**src/rtl/jk_cmd_sequencer_if.sv**
```systemverilog
// Command handshake bundle for jk_cmd_sequencer: {op,cnt} offered on cmd_vld, taken on cmd_rdy.
// The producer side is the master; the sequencer is the slave.
interface jk_cmd_sequencer_if #(
   parameter int CNT_W = 4
);
   logic             cmd_vld;
   logic             cmd_rdy;
   logic [1:0]       cmd_op;
   logic [CNT_W-1:0] cmd_cnt;

   modport master (output cmd_vld, output cmd_op, output cmd_cnt, input cmd_rdy);
   modport slave  (input cmd_vld, input cmd_op, input cmd_cnt, output cmd_rdy);
endinterface

```
**src/rtl/jk_cmd_sequencer.sv**
```systemverilog
// jk_cmd_sequencer: 2-entry {op,cnt} queue replayed on registered J/K; J/K from the edge after accept,
// cmd_rdy = !full (no push when full). Optional Q_IN/MISMATCH checker under `JKSEQ_QCHECK_EN.
module jk_cmd_sequencer #(
   parameter int CNT_W = 4
) (
   input  logic              clk_i,
   input  logic              rst_i,
   jk_cmd_sequencer_if.slave cmd_if,
   output logic              j_o,
   output logic              k_o,
   output logic              busy_o,
   output logic              done_o,
`ifdef JKSEQ_QCHECK_EN
   input  logic              q_in_i,
   output logic              mismatch_o,
`endif
   output logic              q_pred_o
);

   typedef struct packed {
      logic [1:0]       op;
      logic [CNT_W-1:0] cnt;
   } cmd_t;

   typedef enum logic {S_IDLE, S_RUN} state_t;

   cmd_t             mem_q [2];
   logic             wr_ptr_q, wr_ptr_d;
   logic             rd_ptr_q, rd_ptr_d;
   logic [1:0]       fill_q, fill_d;
   state_t           state_q, state_d;
   logic [CNT_W-1:0] ctr_q, ctr_d;
   logic             j_q, j_d, k_q, k_d;
   logic             done_q, done_d;
   logic             q_pred_q, q_pred_d;
   logic             push, pop, empty, full;
   cmd_t             head;

   assign empty          = (fill_q == 2'd0);
   assign full           = (fill_q == 2'd2);
   assign head           = mem_q[rd_ptr_q];
   assign push           = cmd_if.cmd_vld && !full;
   assign cmd_if.cmd_rdy = !full;

   always_comb begin
      wr_ptr_d = wr_ptr_q ^ push;
      rd_ptr_d = rd_ptr_q ^ pop;
      fill_d   = fill_q;
      if (push && !pop) begin
         fill_d = fill_q + 2'd1;
      end else if (!push && pop) begin
         fill_d = fill_q - 2'd1;
      end
   end

   // ctr holds the remaining drive cycles minus one, so the final cycle is ctr==0.
   always_comb begin
      state_d = state_q;
      ctr_d   = ctr_q;
      j_d     = j_q;
      k_d     = k_q;
      done_d  = 1'b0;
      pop     = 1'b0;
      case (state_q)
         S_IDLE: begin
            j_d = 1'b0;
            k_d = 1'b0;
            if (!empty) begin
               pop = 1'b1;
               if (head.cnt != '0) begin
                  {j_d, k_d} = head.op;
                  ctr_d      = head.cnt - 1'b1;
                  state_d    = S_RUN;
               end else begin
                  done_d = 1'b1;
               end
            end
         end
         default: begin
            ctr_d = ctr_q - 1'b1;
            if (ctr_q == '0) begin
               done_d = 1'b1;
               // A zero-count head is left for IDLE so it gets its own DONE pulse.
               if (!empty && head.cnt != '0) begin
                  pop        = 1'b1;
                  {j_d, k_d} = head.op;
                  ctr_d      = head.cnt - 1'b1;
               end else begin
                  j_d     = 1'b0;
                  k_d     = 1'b0;
                  ctr_d   = '0;
                  state_d = S_IDLE;
               end
            end
         end
      endcase
   end

   always_comb begin
      case ({j_q, k_q})
         2'b00:   q_pred_d = q_pred_q;
         2'b01:   q_pred_d = 1'b0;
         2'b10:   q_pred_d = 1'b1;
         default: q_pred_d = ~q_pred_q;
      endcase
   end

   always_ff @(posedge clk_i) begin
      if (push) begin
         mem_q[wr_ptr_q].op  <= cmd_if.cmd_op;
         mem_q[wr_ptr_q].cnt <= cmd_if.cmd_cnt;
      end
   end

   always_ff @(posedge clk_i) begin
      if (rst_i) begin
         wr_ptr_q <= 1'b0;
         rd_ptr_q <= 1'b0;
         fill_q   <= 2'd0;
         state_q  <= S_IDLE;
         ctr_q    <= '0;
         j_q      <= 1'b0;
         k_q      <= 1'b0;
         done_q   <= 1'b0;
         q_pred_q <= 1'b0;
      end else begin
         wr_ptr_q <= wr_ptr_d;
         rd_ptr_q <= rd_ptr_d;
         fill_q   <= fill_d;
         state_q  <= state_d;
         ctr_q    <= ctr_d;
         j_q      <= j_d;
         k_q      <= k_d;
         done_q   <= done_d;
         q_pred_q <= q_pred_d;
      end
   end

`ifdef JKSEQ_QCHECK_EN
   logic mismatch_q;

   always_ff @(posedge clk_i) begin
      if (rst_i) begin
         mismatch_q <= 1'b0;
      end else if (q_in_i != q_pred_q) begin
         mismatch_q <= 1'b1;
      end
   end

   assign mismatch_o = mismatch_q;
`endif

   assign j_o      = j_q;
   assign k_o      = k_q;
   assign busy_o   = (state_q == S_RUN);
   assign done_o   = done_q;
   assign q_pred_o = q_pred_q;

endmodule

```
**src/flat_wrapper.sv**
```systemverilog
// flat-port wrapper written by rule: the top's interface ports become plain ports
module jk_cmd_sequencer_flat 
#(
   parameter int CNT_W = 4
)
  (clk_i, rst_i, j_o, k_o, busy_o, done_o, q_pred_o, cmd_if_cmd_vld, cmd_if_cmd_op, cmd_if_cmd_cnt, cmd_if_cmd_rdy);
  jk_cmd_sequencer_if #(.CNT_W(CNT_W)) cmd_if_i ();
  input  logic clk_i;
  input  logic rst_i;
  output logic j_o;
  output logic k_o;
  output logic busy_o;
  output logic done_o;
  output logic q_pred_o;
  input wire logic [$bits(cmd_if_i.cmd_vld)-1:0] cmd_if_cmd_vld;
  input wire logic [$bits(cmd_if_i.cmd_op)-1:0] cmd_if_cmd_op;
  input wire logic [$bits(cmd_if_i.cmd_cnt)-1:0] cmd_if_cmd_cnt;
  output wire logic [$bits(cmd_if_i.cmd_rdy)-1:0] cmd_if_cmd_rdy;
  assign cmd_if_i.cmd_vld = cmd_if_cmd_vld;
  assign cmd_if_i.cmd_op = cmd_if_cmd_op;
  assign cmd_if_i.cmd_cnt = cmd_if_cmd_cnt;
  assign cmd_if_cmd_rdy = cmd_if_i.cmd_rdy;
  jk_cmd_sequencer #(.CNT_W(CNT_W)) u_core (.clk_i(clk_i), .rst_i(rst_i), .cmd_if(cmd_if_i), .j_o(j_o), .k_o(k_o), .busy_o(busy_o), .done_o(done_o), .q_pred_o(q_pred_o));
endmodule
```
**config.mk**
```make
export PLATFORM = sky130hd
export DESIGN_NAME = jk_cmd_sequencer_flat
export DESIGN_NICKNAME = d
export VERILOG_FILES = /design/src/rtl/jk_cmd_sequencer_if.sv /design/src/rtl/jk_cmd_sequencer.sv /design/src/flat_wrapper.sv
export SDC_FILE = /design/constraint.sdc
export NUM_CORES = 1
export LEC_CHECK = 0
export BUFFER_PORTS_ARGS = -buffer_cell sky130_fd_sc_hd__buf_2
export CAP_MARGIN = 20
export CORE_UTILIZATION = 50
export DETAILED_ROUTE_END_ITERATION = 12
export GPL_TIMING_DRIVEN = 0
export PLACE_DENSITY = 0.7
export SKIP_LAST_GASP = 1
export SLEW_MARGIN = 40
export SYNTH_ARGS = -nofsm -noshare
export SYNTH_HDL_FRONTEND = slang
export SYNTH_SLANG_ARGS = --single-unit
```
**constraint.sdc**
```tcl
create_clock -name clk_i -period 4.5 [get_ports clk_i]
set_clock_uncertainty 0.05 [all_clocks]
set_input_delay 0.9 -clock clk_i [delete_from_list [all_inputs] [get_ports clk_i]]
set_output_delay 0.9 -clock clk_i [all_outputs]
set_load 0.02 [all_outputs]
```
==> parameters.txt <==
Parameter                              Value

Finish
  Cell area after layout ... 0.00138 mm²
  Final net count ... 149
  Area overhead of the layout relative to synthesis ... 11.5%
  Proportion of layout cells with a drive suffix above 1 ... 21.4%
  Diode count ... 0

Clock tree
  Worst skew pair latency ... approximately 0.32 ns
  Clock transition at the registers of the reported paths ... 0.14 ns
  Total number of clock tree sinks ... 25
  Number of hold-repair buffers added at the cts stage ... 0
  Clock tree from TritonCTS ... yes
  Clock buffer count from CTS ... 3
  Level count of the clock H-tree ... 1
  Clock root buffer ... clkbuf_4
  Post-CTS setup buffers ... 0
  Longest Clk Path Bufs ... 2
  Cts repair resizes ... 0

Detailed routing
  Routed wire length ... 2160 µm
  Total via count in the routed design ... 895
  Avg WL per Cell ... 13.6 µm
  Highest Signal Layer ... met4
  Starting DRT DRC Count ... 14
  Met2 WL post-DR ... 1110 µm
  Met1 wire length ... 961 µm
  Residual DRC count ... 0
  Post-detailed-route via-to-cell ratio ... around 5.6
  Router iterations before antenna repair ... 4
  Met3 WL post-DR ... 75 µm
  Antenna-violating nets left ... 0

Critical path
  Setup slack of the most critical reg-to-reg path ... between 1.5 and 2 ns
  Largest fanout on the critical path ... 10
  Critical register-to-register path startpoint ... u_core.rd_ptr_q
  Capture instance of the worst register-to-register path ... u_core.fill_q[1]
  Endpoint required time on the critical path ... roughly 4.7 ns
  Data arrival time of the worst path ... 2.89 ns
  Worst Setup Start Kind ... flop
  Setup Crit Path Kind ... flop to flop
  Crit. Startpoint ... u_core.rd_ptr_q
  CP endpoint kind ... flop
  Worst Reg2Reg Path Length in Cells ... 9

STA
  Count of final max-slew check failures ... 0
  Time the worst path needs with I/O delays and setup ... 2.67 ns
  RSZ-0062 raised after global routing ... false
  Worst-Margin Slew ... 0.443 ns
  Final total negative setup slack ... 0 ns
  Final hold slack ... roughly 0.43 ns
  Worst slew margin relative to its limit ... a little over two thirds
  Final number of setup-violating endpoints ... 0
  Endpoints failing hold ... 0
  Post-route fraction of the period consumed by the critical path ... between 50% and 60%
  Upper clock frequency limit ... 375 MHz

Placed design
  Number of buffers added on ports ... 14
  Global placement routability congestion ... 0.840
  Detailed Place HPWL ... 1640 µm
  Placement Cell Area ... 0.00134 mm²

Worst hold path
  Launch instance of the worst min-delay path ... u_core.k_o
  Terminating pin of the worst hold path ... u_core.k_o
  Classification of the worst-slack hold path ... flop to flop
  Hold depth ... 2

GRT
  GRT Total Usage ... around a fifth
  Global-route wire length before repair ... 3580 µm
  Maximum number of pins on one net before global-route repair ... 16
  Vias in the first global route ... 862
  Overall overflow remaining after global route ... 0
  Initial antenna violation count ... 0

Synthesis
  Area share of fa/ha/maj cells after synthesis ... just over 8%
  Dominant combinational cell family by area after synthesis ... simple AND/OR/NAND/NOR gates
  Library cell occupying the most area in the post-synthesis netlist ... edfxtp_1
  Yosys reg bits ... 25
  Simple-gate portion of the synthesized area ... 19.6%
  Most frequently used cell type in the post-synthesis netlist ... dfxtp_1
  Synth Cell Area ... 0.00123 mm²
  Number of warnings reported in the yosys synthesis log ... 0
  Gate Count Post-Synth ... about 110
  Number of enable-type register cells in the synthesized netlist ... 12
  Main area contributors after synthesis ... edfxtp_1, dfxtp_1, ha_1, a21oi_1, mux2_2
  Primary FF master, synth ... dfxtp_1
  Commonest cells post-synth ... dfxtp_1, edfxtp_1, ha_1, nand2_1, nor2_1
  Net count after synthesis ... 130
  Share of synthesized area occupied by flip-flops and latches ... 50.3%
  Async set-reset flop share out of synthesis ... 0%
  Post-Synth XOR/XNOR Area ... 2.84%
  Portion of netlist area occupied by mux cells ... between 5 and 6%
  Synthesized area per cell ... about 11 µm²
  Compound-Gate Fraction of Synth Area ... 9.84%
  Library cells used by synthesis ... 34
  Proportion of netlist area held by the largest area contributor ... a little under 30%

Floorplanning
  Area of the die ... about 0.0027 mm²
  Core Area ... 0.00228 mm²
  Count of standard-cell rows ... 17
  Boundary Pins ... 15
  Width of the chip ... approximately 52 µm
  Die height ... 51.7 µm
  Initial Utilization ... 54.2%

Job
  Max-cap viol count ... 0

Pwr
  Leakage ... approximately 0.52 nW
  Maximum resistive drop on vdd ... approximately 360 µV
  Power per unit of standard cell area ... between 500 and 600 mW/mm²

Run status
  Result of the run ... finished clean
## cells in the final DEF, fill, tap and decap left out, types with 2 or more instances in the layout
cell,n
o31a_1,2
clkbuf_4,3
buf_2,14
inv_1,7
nor3b_1,2
a21oi_1,7
nor3_1,3
nand2b_1,2
a31oi_1,4
or3_1,3
edfxtp_1,12
o21ai_0,4
mux2i_1,3
mux2_2,3
nor2_1,8
nand3_1,5
xor2_1,3
ha_1,8
nand2_1,8
dfxtp_1,13
## worst max-delay path, stage by stage (launching register included)
cell and delay (ns):
dfxtp_1 0.38, buf_6 0.15, mux2i_1 0.25, ha_1 0.24
nor4bb_4 0.42, o31a_1 0.23, or2_2 0.13, ha_1 0.25
or3_1 0.37, a21oi_1 0.13
## worst max-delay path by stage
stage | slack, ns | cells past startpoint | end
floorplan | 1.97 | 9 | u_core.fill_q[1]
global placement | 1.73 | 9 | u_core.fill_q[1]
detailed placement | 1.64 | 9 | u_core.fill_q[1]
CTS | 1.60 | 9 | u_core.fill_q[1]
global route | 1.67 | 9 | u_core.fill_q[1]
finish | 1.83 | 9 | u_core.fill_q[1]
## power breakdown
part	switching, mW	internal, mW
clock	0.0684	0.0340
combinational	0.193	0.161
sequential	0.0459	0.298
## logic make-up (layout without fill, tap and decap cells)
| group | after synthesis | after routing |
|---|---|---|
| fa+ha+maj | 8 | 8 |
| xor+xnor | 4 | 4 |
| flops | 25 | 25 |
| simple gates | 41 | 41 |
| compound gates | 20 | 20 |
| buf+inv | 9 | 27 |
| mux | 6 | 6 |
## cell type report
| cell class | instances | area [µm²] |
|---|---|---|
| multi-input cells | 79 | 568 |
| repair buffers | 14 | 70.1 |
| clock inverters | 1 | 7.51 |
| fillers | 191 | 901 |
| well taps | 28 | 35.0 |
| flip-flops and latches | 25 | 621 |
| plain buffers | 2 | 25.0 |
| clock buffers | 3 | 22.5 |
| inverters | 7 | 26.3 |
## routing by layer
metal,vias up,global-route usage (%)
li1,448,-
met2,13,33.3
met4,0,5.86
met3,2,6.14
met1,432,21.5
met5,-,0
## through the flow
step / instances / total power [mW] / util, % / worst slack (ns)
after floorplan: 113 / 0.616 / - / 1.97
after global placement: 155 / 0.684 / 58.8 / 1.73
after detailed placement: 155 / 0.701 / 58.8 / 1.64
after CTS: 159 / 0.802 / 60.1 / 1.60
after global routing: 159 / 0.861 / 60.4 / 1.67
final: 159 / 0.800 / 60.4 / 1.83
## flip-flops by register name, indices dropped and copies added (netlist names)
register,cells
u_core.done_o,1
u_core.j_o,1
u_core.fill_q,2
u_core.ctr_q,4
u_core.k_o,1
u_core.q_pred_o,1
u_core.mem_q,12
u_core.wr_ptr_q,1
u_core.rd_ptr_q,1
u_core.busy_o,1
(Power assumes the default switching activity.)
